$ cat src/rtl/alu_op_sequencer.sv
// Command sequencer for the 4-bit ALU: queues {opcode, A, B}, issues one at a time, captures result.
// Optional MULT/DIV watchdog enabled by defining ALU_SEQ_TIMEOUT_EN.
module alu_op_sequencer #(
    parameter int unsigned FIFO_DEPTH    = 4,
    parameter int unsigned SETTLE_CYCLES = 1,
    parameter int unsigned TIMEOUT       = 64
) (
    input  logic       clk_i,
    input  logic       rst_i,
    input  logic       cmd_valid_i,
    output logic       cmd_ready_o,
    input  logic [2:0] cmd_opcode_i,
    input  logic [3:0] cmd_a_i,
    input  logic [3:0] cmd_b_i,
    output logic [2:0] op_code_o,
    output logic [3:0] op_a_o,
    output logic [3:0] op_b_o,
    output logic       mul_init_o,
    output logic       div_init_o,
    input  logic       mul_done_i,
    input  logic       div_done_i,
    input  logic [7:0] alu_result_i,
    output logic [7:0] result_o,
    output logic       result_valid_o,
    input  logic       result_ready_i,
    output logic       busy_o,
    output logic       err_o
);

    localparam int unsigned PtrW   = (FIFO_DEPTH > 1) ? $clog2(FIFO_DEPTH) : 1;
    localparam int unsigned CntMax = (SETTLE_CYCLES > TIMEOUT) ? SETTLE_CYCLES : TIMEOUT;
    localparam int unsigned WaitW  = $clog2(CntMax + 1);

    localparam logic [2:0]    OpMult    = 3'b010;
    localparam logic [2:0]    OpDiv     = 3'b011;
    localparam logic [PtrW:0] CountFull = (PtrW + 1)'(FIFO_DEPTH);
    localparam logic [PtrW:0] CountOne  = (PtrW + 1)'(1);
    localparam logic [WaitW-1:0] SettleLast = WaitW'(SETTLE_CYCLES - 1);

    typedef enum logic [1:0] {
        StIdle,
        StIssue,
        StWait,
        StHold
    } state_e;

    typedef struct packed {
        logic [2:0] opcode;
        logic [3:0] a;
        logic [3:0] b;
    } cmd_t;

    // ---------------------------------------------------------------------------------------
    // Command FIFO
    // ---------------------------------------------------------------------------------------
    cmd_t            fifo_q [FIFO_DEPTH];
    logic [PtrW-1:0] wr_ptr_q, wr_ptr_d;
    logic [PtrW-1:0] rd_ptr_q, rd_ptr_d;
    logic [PtrW:0]   count_q, count_d;
    logic            push;
    logic            pop;
    logic            fifo_empty;
    cmd_t            head;
    cmd_t            cmd_in;

    assign cmd_ready_o = (count_q != CountFull);
    assign fifo_empty  = (count_q == '0);
    assign push        = cmd_valid_i && cmd_ready_o;
    assign head        = fifo_q[rd_ptr_q];
    assign cmd_in      = '{opcode: cmd_opcode_i, a: cmd_a_i, b: cmd_b_i};

    always_comb begin
        wr_ptr_d = wr_ptr_q;
        rd_ptr_d = rd_ptr_q;
        count_d  = count_q;
        if (push) begin
            wr_ptr_d = wr_ptr_q + 1'b1;
        end
        if (pop) begin
            rd_ptr_d = rd_ptr_q + 1'b1;
        end
        case ({push, pop})
            2'b10:   count_d = count_q + CountOne;
            2'b01:   count_d = count_q - CountOne;
            default: count_d = count_q;
        endcase
    end

    always_ff @(posedge clk_i or posedge rst_i) begin
        if (rst_i) begin
            wr_ptr_q <= '0;
            rd_ptr_q <= '0;
            count_q  <= '0;
        end else begin
            wr_ptr_q <= wr_ptr_d;
            rd_ptr_q <= rd_ptr_d;
            count_q  <= count_d;
        end
    end

    // Storage needs no reset: entries are only read when count_q says they were written.
    always_ff @(posedge clk_i) begin
        if (push) begin
            fifo_q[wr_ptr_q] <= cmd_in;
        end
    end

    // ---------------------------------------------------------------------------------------
    // Issue FSM
    // ---------------------------------------------------------------------------------------
    state_e           state_q, state_d;
    logic [WaitW-1:0] wait_cnt_q, wait_cnt_d;
    logic [2:0]       op_code_q, op_code_d;
    logic [3:0]       op_a_q, op_a_d;
    logic [3:0]       op_b_q, op_b_d;
    logic [7:0]       result_q, result_d;
    logic             result_valid_q, result_valid_d;
    logic             is_mult;
    logic             is_div;
    logic             done_match;
`ifdef ALU_SEQ_TIMEOUT_EN
    logic             err_q, err_d;
    localparam logic [WaitW-1:0] TimeoutLast = WaitW'(TIMEOUT - 1);
`endif

    assign is_mult    = (op_code_q == OpMult);
    assign is_div     = (op_code_q == OpDiv);
    // Only the unit that was started can end the wait; the other done is ignored.
    assign done_match = (is_mult && mul_done_i) || (is_div && div_done_i);

    always_comb begin
        state_d        = state_q;
        wait_cnt_d     = wait_cnt_q;
        op_code_d      = op_code_q;
        op_a_d         = op_a_q;
        op_b_d         = op_b_q;
        result_d       = result_q;
        result_valid_d = result_valid_q;
`ifdef ALU_SEQ_TIMEOUT_EN
        err_d          = err_q;
`endif
        pop            = 1'b0;

        case (state_q)
            StIdle: begin
                if (!fifo_empty) begin
                    pop       = 1'b1;
                    op_code_d = head.opcode;
                    op_a_d    = head.a;
                    op_b_d    = head.b;
                    state_d   = StIssue;
                end
            end
            StIssue: begin
                wait_cnt_d = '0;
                state_d    = StWait;
            end
            StWait: begin
                if (is_mult || is_div) begin
                    if (done_match) begin
                        result_d       = alu_result_i;
                        result_valid_d = 1'b1;
                        state_d        = StHold;
`ifdef ALU_SEQ_TIMEOUT_EN
                    end else if (wait_cnt_q == TimeoutLast) begin
                        result_d       = 8'hFF;
                        result_valid_d = 1'b1;
                        err_d          = 1'b1;
                        state_d        = StHold;
`endif
                    end else begin
                        wait_cnt_d = wait_cnt_q + 1'b1;
                    end
                end else if (wait_cnt_q == SettleLast) begin
                    result_d       = alu_result_i;
                    result_valid_d = 1'b1;
                    state_d        = StHold;
                end else begin
                    wait_cnt_d = wait_cnt_q + 1'b1;
                end
            end
            StHold: begin
                if (result_ready_i) begin
                    result_valid_d = 1'b0;
`ifdef ALU_SEQ_TIMEOUT_EN
                    err_d          = 1'b0;
`endif
                    state_d        = StIdle;
                end
            end
            default: state_d = StIdle;
        endcase
    end

    always_ff @(posedge clk_i or posedge rst_i) begin
        if (rst_i) begin
            state_q        <= StIdle;
            wait_cnt_q     <= '0;
            op_code_q      <= '0;
            op_a_q         <= '0;
            op_b_q         <= '0;
            result_q       <= '0;
            result_valid_q <= 1'b0;
        end else begin
            state_q        <= state_d;
            wait_cnt_q     <= wait_cnt_d;
            op_code_q      <= op_code_d;
            op_a_q         <= op_a_d;
            op_b_q         <= op_b_d;
            result_q       <= result_d;
            result_valid_q <= result_valid_d;
        end
    end

`ifdef ALU_SEQ_TIMEOUT_EN
    always_ff @(posedge clk_i or posedge rst_i) begin
        if (rst_i) begin
            err_q <= 1'b0;
        end else begin
            err_q <= err_d;
        end
    end
    assign err_o = err_q;
`else
    assign err_o = 1'b0;
`endif

    // Init pulses decode the registered state and opcode, so they are one cycle wide.
    assign mul_init_o     = (state_q == StIssue) && is_mult;
    assign div_init_o     = (state_q == StIssue) && is_div;
    assign op_code_o      = op_code_q;
    assign op_a_o         = op_a_q;
    assign op_b_o         = op_b_q;
    assign result_o       = result_q;
    assign result_valid_o = result_valid_q;
    assign busy_o         = (state_q != StIdle) || !fifo_empty;

endmodule

$ cat config.mk
export PLATFORM = sky130hd
export DESIGN_NAME = alu_op_sequencer
export DESIGN_NICKNAME = d
export VERILOG_FILES = /design/src/rtl/alu_op_sequencer.sv
export SDC_FILE = /design/constraint.sdc
export NUM_CORES = 1
export LEC_CHECK = 0
export ABC_AREA = 1
export CORE_AREA = 2 2 113 115
export CTS_CLUSTER_DIAMETER = 30
export CTS_CLUSTER_SIZE = 28
export DETAILED_ROUTE_END_ITERATION = 8
export DIE_AREA = 0 0 115 117
export GPL_TIMING_DRIVEN = 0
export REMOVE_ABC_BUFFERS = 1
export SYNTH_ARGS = -nofsm -noshare
export SYNTH_HDL_FRONTEND = slang
export SYNTH_SLANG_ARGS = --single-unit
$ cat constraint.sdc
create_clock -name clk_i -period 2.35 [get_ports clk_i]
set_clock_uncertainty 0.2 [all_clocks]
set_input_delay 0.3525 -clock clk_i [delete_from_list [all_inputs] [get_ports clk_i]]
set_output_delay 0.3525 -clock clk_i [all_outputs]
set_load 0.005 [all_outputs]
# Word level (Yosys, flattened, before mapping)
# Memory sizes are Yosys's and may differ from the RTL's. A register that Yosys moved wholly into a read port is not among the register bits.
# Cells that the tools add are included.
[op_classes]
addsub = 5
bitwise_logic = 1
n_reduce_logical = 22
div_mod_pow = 0
multipliers = 0
n_shift = 0
n_mux = 23
eq_ne = 15
magnitude_cmp = 0
[op_table]
columns = ["operator", "count"]
rows = [
  ["8-bit 2-to-1 mux", 3],
  ["7-bit 2-to-1 mux", 3],
  ["3-bit != test, second input constant", 5],
  ["7-bit one-hot mux with 2 select lines", 1],
  ["2-bit 2-to-1 mux", 5],
  ["2-bit nonzero test", 5],
  ["1-bit 2-to-1 mux", 8],
  ["2-bit one-hot mux with 4 select lines", 1],
  ["4-bit AND reduction", 2],
  ["7-bit by 1-bit adder with 7-bit output, second input constant", 1],
  ["7-bit logical NOT", 1],
  ["2-bit == test, second input constant", 3],
  ["3-bit by 2-bit == test with 1-bit output, second input constant", 2],
  ["2-bit != test, second input constant", 3],
  ["3-bit one-hot mux with 2 select lines", 1],
  ["3-bit AND reduction", 2],
  ["1-bit logical AND", 5],
  ["2-bit by 1-bit adder with 2-bit output, second input constant", 2],
  ["2-bit by 1-bit == test with 1-bit output, second input constant", 2],
  ["3-bit by 1-bit adder with 3-bit output, second input constant", 1],
  ["3-bit logical NOT", 1],
  ["1-bit logical OR", 3],
  ["3-bit by 1-bit subtractor with 3-bit output, second input constant", 1],
  ["2-bit logical NOT", 1],
  ["other kinds (4)", 4],
]
[word_totals]
rom_bits = 0
reg_bits = 25
memories = 1
wordCells = 74
input_bits = 25
latchBits = 0
ram_bits = 44
[mem_list]
columns = ["memory", "words", "word_bits", "rd", "rd_ports_with_merged_regs", "wr", "line", "source"]
rows = [
  ["fifo_q", 4, 11, 1, 1, 1, "56", "cmd_t fifo_q [FIFO_DEPTH];"],
]

# Logic depth before layout (Yosys ltp)
# Gate-level depths: netlist of run 1.
[depth]
word_depth = 6
depth_mapped = 11

# Worst setup path after synthesis of run 1
# No wires, ideal clock.
[synth_timing]
kind = "reg2reg"
start = "register state_q[0]"
end = "register count_q[2]"
setup_slack_ns = 0.124
arrival_ns = 1.895
path_stages_with_launch = 11
cell_sequence = "dfrtp_1 inv_1 ha_1 inv_1 a31oi_4 buf_2 ha_1 fa_1 a21oi_1 o21ai_0 xor2_1"
[synth_between]
elab_chain_len = 4
word_cells_on_any_way = 6
cone_classes = "eq/ne: 2; mux: 2; reduce/logical: 2"
[synth_rtl]
columns = ["item", "line", "source"]
rows = [
  ["from (decl)", "111", "state_e state_q, state_d;"],
  ["from (signal assigned)", "197", "state_q <= StIdle;"],
  ["from (signal assigned)", "205", "state_q <= state_d;"],
  ["2-bit logical NOT (*)", "144", "case (state_q)"],
  ["1-bit 2-to-1 mux (*)", "144", ""],
  ["named net pop", "61", "logic pop;"],
  ["2-bit by 1-bit == test with 1-bit output / 2-bit == test (equally long branches)", "82", "case ({push, pop})"],
  ["3-bit one-hot mux with 2 select lines / 2-bit nonzero test (equally long branches)", "-", ""],
  ["to (signal assigned)", "97", "count_q <= count_d;"],
  ["to (decl)", "59", "logic [PtrW:0] count_q, count_d;"],
]
# The timed path passes the listed nets; every way through them passes the cells marked *.
# A chain may end at the register's enable or synchronous reset.

# Final worst setup path of run 1
[layout_timing]
start = "register state_q[0]"
end = "output port busy_o"
[layout_between]
elab_chain_len = 2
[layout_rtl]
columns = ["item", "line", "source"]
rows = [
  ["2-bit nonzero test", "236", "assign busy_o = (state_q != StIdle) || !fifo_empty;"],
  ["1-bit logical OR", "236", ""],
  ["to (decl)", "26", "output logic busy_o,"],
]
# No other way between the ends.

==> reports/results.ini, run 1 <==
[status]
status=complete, no violations

[cells_and_area]
final_cells=547
antennaDiodeCount=0
syn_to_final_growth_pct=25.5
fillers=1228
layout.nets=430
drive_gt1_share_pct=10.3
final_util_pct=36.7

[sta]
tightest_slew_ns=1.08
report.final.hold_viol_count=0
setup_ws_ns=0.0943
drv_slew=0
setup_viol=0
slew_headroom_pct=27.8
layout_min_cycle_time_ns=2.26
rsz0062_at_grt=yes
min_period_over_period_pct=96.0
clock.fmax_mhz=443

[floorplanning]
core_um2=12300
die_x_um=115
start_util_pct=29.3
ios=50
rows=41
die_h_um=117
dieArea_um2=13500

[grt]
grt_max_degree=37
overflow=0
use_met3_pct=3.76
antenna_found_initial=0
grt_pass1_wl_um=12200
grt_use_total_pct=11.9
grt_use_met1_pct=14.6
use_met2_pct=20.3
busiest_layer=met2
grt_pass1_vias=2479

[power_and_ir_drop]
power_density_nw_per_um2=1280
p_leak_nw=1.87
vdd_drop_max_uv=414

[synth]
synth_edf_count=44
ys_types=30
yosys-top-cells-count=nor2_1 (60), nand2_1 (47), edfxtp_1 (44)
yosys.area.top_type=edfxtp_1
synth.avg_cell_area_um2=10.5
yosysMostFrequentCell=nor2_1
synthTopCellsByArea=edfxtp_1 (37%), dfrtp_1 (25%), nor2_1 (6.2%)
synth_ff_type=edfxtp_1
ys_warn_count=0
syn_area_um2=3610
postSynth.asyncResetShare_pct=45.0
synthDominantCellAreaShare_pct=36.6
ys_ff_latch=80
synth_seq_area_share_pct=61.6
synthCells=343

[flow_run]
maxCapViolCount=0

[drt]
vias=2506
drc_errors=0
wl_per_cell_um=13.7
vias_per_cell=4.58
firstDrtPassIters=4
drt-total-wl_um=7500
ant_nets=0
drt_iter0_drc=210

[place]
io_buffers=48
dp_slack_ns=-0.275
routabilityCongestion=0.819
dpl.cell_count=528
post-dp-hpwl_um=4740

[critical_path]
path_max_fanout=4
crit_slowest_cell=clkdlybuf4s50_1
slowest_delay_ns=0.52
crit_family=buffers and inverters
required_ns=1.80
critPathArrivalTime_ns=1.70
worstSetupEndpointType=output pin
crit_type=flip-flop to output pin
start_kind=flip-flop
cp_num_buf_inv=2
crit_chain=inv_1 -> ha_1 -> nand4_1 -> clkdlybuf4s50_1

[cts]
cts.sinks=80
numCtsBuffers=9
cts_max_level=3
cts_tree=done
path_clk_slew_ns=0.06
cts.path.max_buffers=2
clkLatencyLatePin_ns=0.33
cts_hold_repair.buffers=0
cts_root_buf=clkbuf_16

[min_path]
min_path_type=flip-flop to flip-flop

-- sequential cells by signal, summed over array words and instances (netlist names), 3 cells and up --
signal	flops
count_q	3
op_code_o	3
result_o	8
fifo_q	44
op_b_o	4
wait_cnt_q	7
op_a_o	4
-- worst paths after layout --
kind / startpoint / endpoint / slack [ns] / depth (start not counted)
worst max-delay path: state_q[0] / busy_o / 0.09 / 4
max in group asynchronous: rst_i / rd_ptr_q[0] / 1.06 / 2
worst min register to register: result_o[2] / result_o[2] / 0.28 / 2
worst min-delay path: result_o[2] / result_o[2] / 0.28 / 2
min in group asynchronous: rst_i / op_a_o[2] / 0.32 / 2
worst max register to register: count_q[0] / fifo_q[0][10] / 0.11 / 4
-- area by class of cell --
cell class                 count  area [um^2]  share of cell area [%]
sequential                    80         2220                    49.1
multi-input combinational    213         1180                    26.1
timing repair buffer          50          493                    10.9
clock buffer                  11          233                    5.14
tap                          150          188                    4.15
inverter                      38          143                    3.15
clock inverter                 5         65.1                    1.44
-- where the power goes --
group          internal, mW  total [mW]  leakage (nW)  switching, mW
combinational         0.921        2.15         0.882           1.23
clock                 0.835        1.39         0.145          0.556
sequential             1.93        2.24         0.839          0.309
total                  3.69        5.78          1.87           2.10
-- cells by family (layout without fill, tap and decap cells) --
family	count (synthesis)	after routing	share of synthesized area (%)
fa+ha+maj	13	13	4.72
flops	80	80	61.6
compound gates	49	50	8.47
simple gates	143	143	17.4
other cells	1	1	0.104
buf+inv	51	104	6.21
xor+xnor	6	6	1.46
-- worst register-to-register path, delay by kind of cell (launching register included) --
family	cells	cell delay [ns]
AND/OR/NAND/NOR	3	1.14
flip-flops	1	0.42
buffers and inverters	1	0.10
-- layer usage --
| layer | vias to the layer above | share of wire [%] |
|---|---|---|
| met1 | 1205 | 45 |
| met4 | 0 | 0.75 |
| met3 | 5 | 5.2 |
| met2 | 58 | 49 |
| met5 | - | 0 |
| li1 | 1238 | - |
-- through the flow --
stage               area, um^2  hold slack [ns]  total power [mW]  setup TNS (ns)
detailed placement        4190            0.268              4.37           -9.36
global placement          4190            0.264              4.29           -8.97
finish                    4520            0.279              5.78               0
global route              4520            0.306              6.24           -1.85
CTS                       4520            0.283              5.85          -0.503
floorplan                 3520            0.251              3.51               0
-- cell usage in the layout, fill, tap and decap left out, types with 3 or more instances in the layout --
cell type,n
ha_1,11
o21ai_2,8
inv_2,4
dfrtp_1,35
nor2_1,59
a21oi_1,3
nand2_1,46
a31oi_1,8
inv_1,34
o22ai_1,3
nand3_1,17
nor3_1,3
nand4_1,7
o21ai_0,26
edfxtp_1,44
clkbuf_16,9
xor2_1,4
clkdlybuf4s50_1,46
-- timing repair --
item,CTS,global route
setup endpoints to repair,48,45
setup buffers,1,1
endpoints found under the hold margin,0,0
cloned,1,0
gates resized for setup,5,3
(Power assumes the default switching activity.)
==> run 2, diff against run 1 <==
Settings changed: CAP_MARGIN from default to 20.
==> run 2 against run 1 <==
Combinational power about the same. Via count up 0.64%. Setup slack better by 0.0014 ns. Final cell count up 0.55%. Non-clock buffer count up 3. Critical path depth unchanged. Final area up 0.66%. Critical endpoint unchanged. Largest cell class unchanged.
==> reports/results.ini, run 2 (synthesis gave the netlist of run 1 again) <==
[critical_path]
worstRegToRegCells=9  ; +5
rrSetupSlack_ns=0.13  ; +0.02 ns
path_max_fanout=4  ; unchanged
critPathArrivalTime_ns=1.70  ; about the same
start_kind=flip-flop
reg2reg_from=state_q[0]
crit_type=flip-flop to output pin
worstSetupEndpointType=output pin
required_ns=1.80  ; about the same
r2r_end=count_q[2]

[drt]
vias=2522  ; +0.64%
ant_nets=0  ; unchanged
drc_errors=0  ; unchanged
vias_per_cell=4.59  ; about the same
drt_iter0_drc=246  ; +17%
firstDrtPassIters=4  ; unchanged
drt-total-wl_um=7540  ; +0.55%
wl_per_cell_um=13.7  ; about the same

[cells_and_area]
drive_gt1_share_pct=11.0  ; +0.67 points
layout_commonest_cell=nor2_1
largest_reg_flops=44  ; unchanged
antennaDiodeCount=0  ; unchanged
fillers=1225  ; -0.24%
design_area_um2=4550  ; +0.66%
final_cell_mix=nor2_1 (59), nand2_1 (46), clkdlybuf4s50_1 (46)
layout.nets=433  ; +0.70%
regMostFlops=fifo_q
syn_to_final_growth_pct=26.3

[cts]
cts_max_level=3  ; unchanged
clkLatencyLatePin_ns=0.33  ; about the same
cts_hold_repair.buffers=0  ; unchanged
cts_root_buf=clkbuf_16
path_clk_slew_ns=0.06  ; about the same
numCtsBuffers=9  ; unchanged
cts.sinks=80  ; unchanged
cts_tree=done
cts.path.max_buffers=2  ; unchanged

[floorplanning]
core_um2=12300  ; unchanged
ios=50  ; unchanged
die_h_um=117  ; unchanged
die_x_um=115  ; unchanged
start_util_pct=29.3  ; unchanged
rows=41  ; unchanged
dieArea_um2=13500  ; unchanged

[sta]
min_period_over_period_pct=95.9  ; about the same
fin_setup_tns_ns=0  ; unchanged
clock.fmax_mhz=444  ; about the same
rsz0062_at_grt=no
tightest_slew_ns=0.836  ; -0.244 ns
layout_min_cycle_time_ns=2.25  ; -0.00135 ns
report.final.hold_viol_count=0  ; unchanged
drv_slew=0  ; unchanged
slew_headroom_pct=44.2  ; +16 points
setup_viol=0  ; unchanged
setup_ws_ns=0.0957  ; +0.00135 ns

[power_and_ir_drop]
p_leak_nw=1.88  ; +0.94%
power_mw=5.81  ; +0.45%
power_density_nw_per_um2=1280  ; -0.21%
vdd_drop_max_uv=411  ; -0.81%

[place]
routabilityCongestion=0.819  ; unchanged
dpl-instance-area_um2=4190  ; unchanged
dp_slack_ns=-0.275  ; unchanged
post-dp-hpwl_um=4740  ; unchanged
io_buffers=48  ; unchanged

[grt]
grt_pass1_vias=2479  ; unchanged
overflow=0  ; unchanged
grt_use_total_pct=11.9  ; unchanged
antenna_found_initial=0  ; unchanged
grt_pass1_wl_um=12200  ; unchanged
grt_max_degree=37  ; unchanged

[min_path]
hold_start=result_o[2]
hold-path-endpoint=result_o[2]
min_path_type=flip-flop to flip-flop
hold_depth=2  ; unchanged

[status]
status=complete, no violations

[flow_run]
maxCapViolCount=0  ; unchanged

[run 2: layout make-up]
type                       instances  area (um^2)  share of cell area [%]
clock buffer                      11          233                    5.11
clock inverter                     5         65.1                    1.43
inverter                          38          143                    3.13
multi-input combinational        213         1180                    25.9
sequential                        80         2220                    48.8
tap                              150          188                    4.12
timing repair buffer              53          523                    11.5
[run 2: how the worst max path moves through the flow]
stage,endpoint,slack (ns),from,cells after the start
global route,count_q[2],0.02,state_q[0],9
floorplan,count_q[1],0.1,state_q[0],8
CTS,fifo_q[1][5],-0.02,count_q[0],4
detailed placement,count_q[1],-0.28,state_q[0],8
global placement,count_q[1],-0.22,state_q[0],8
finish,busy_o,0.1,state_q[0],4
[run 2: worst max-delay path, cell delays in order (launching register included)]
cell and delay [ns]:
dfrtp_1 0.40, inv_1 0.10, ha_1 0.24, nand4_1 0.12
clkdlybuf4s50_1 0.52
[run 2: per-stage QoR]
step | hold WS, ns | utilization (%) | instances
after detailed placement | 0.268 | 34.1 | 528
after global placement | 0.264 | 34.1 | 528
after CTS | 0.283 | 36.7 | 546
final | 0.279 | 37.0 | 550
after global routing | 0.306 | 37.0 | 550
after floorplan | 0.251 | - | 330
[run 2: timing repair]
action / in CTS / in global routing
setup endpoints to repair: 48 / 12
buffers inserted: 1 / 1
hold endpoints to repair: 0 / 0
gates cloned: 1 / 0
gates resized for setup: 5 / 3
[run 2: power breakdown]
part	switching, mW	total (mW)	leakage, nW	internal, mW
Combinational	1.24	2.18	0.900	0.944
Sequential	0.308	2.24	0.839	1.93
Clock	0.555	1.39	0.145	0.835
[run 2: layer usage]
| metal | up-vias | GRT usage, % | part of all wire (%) |
|---|---|---|---|
| met1 | 1213 | 14.6 | 44 |
| met4 | 0 | 3.37 | 0.96 |
| li1 | 1244 | - | - |
| met5 | - | 0 | 0 |
| met3 | 8 | 3.76 | 5.2 |
| met2 | 57 | 20.3 | 49 |
==> run 3, diff against run 2 <==
Settings changed: CAP_MARGIN 20 to default.
==> results of run 3 <==
Final layout, timing and power as in run 1 (identical DEF).
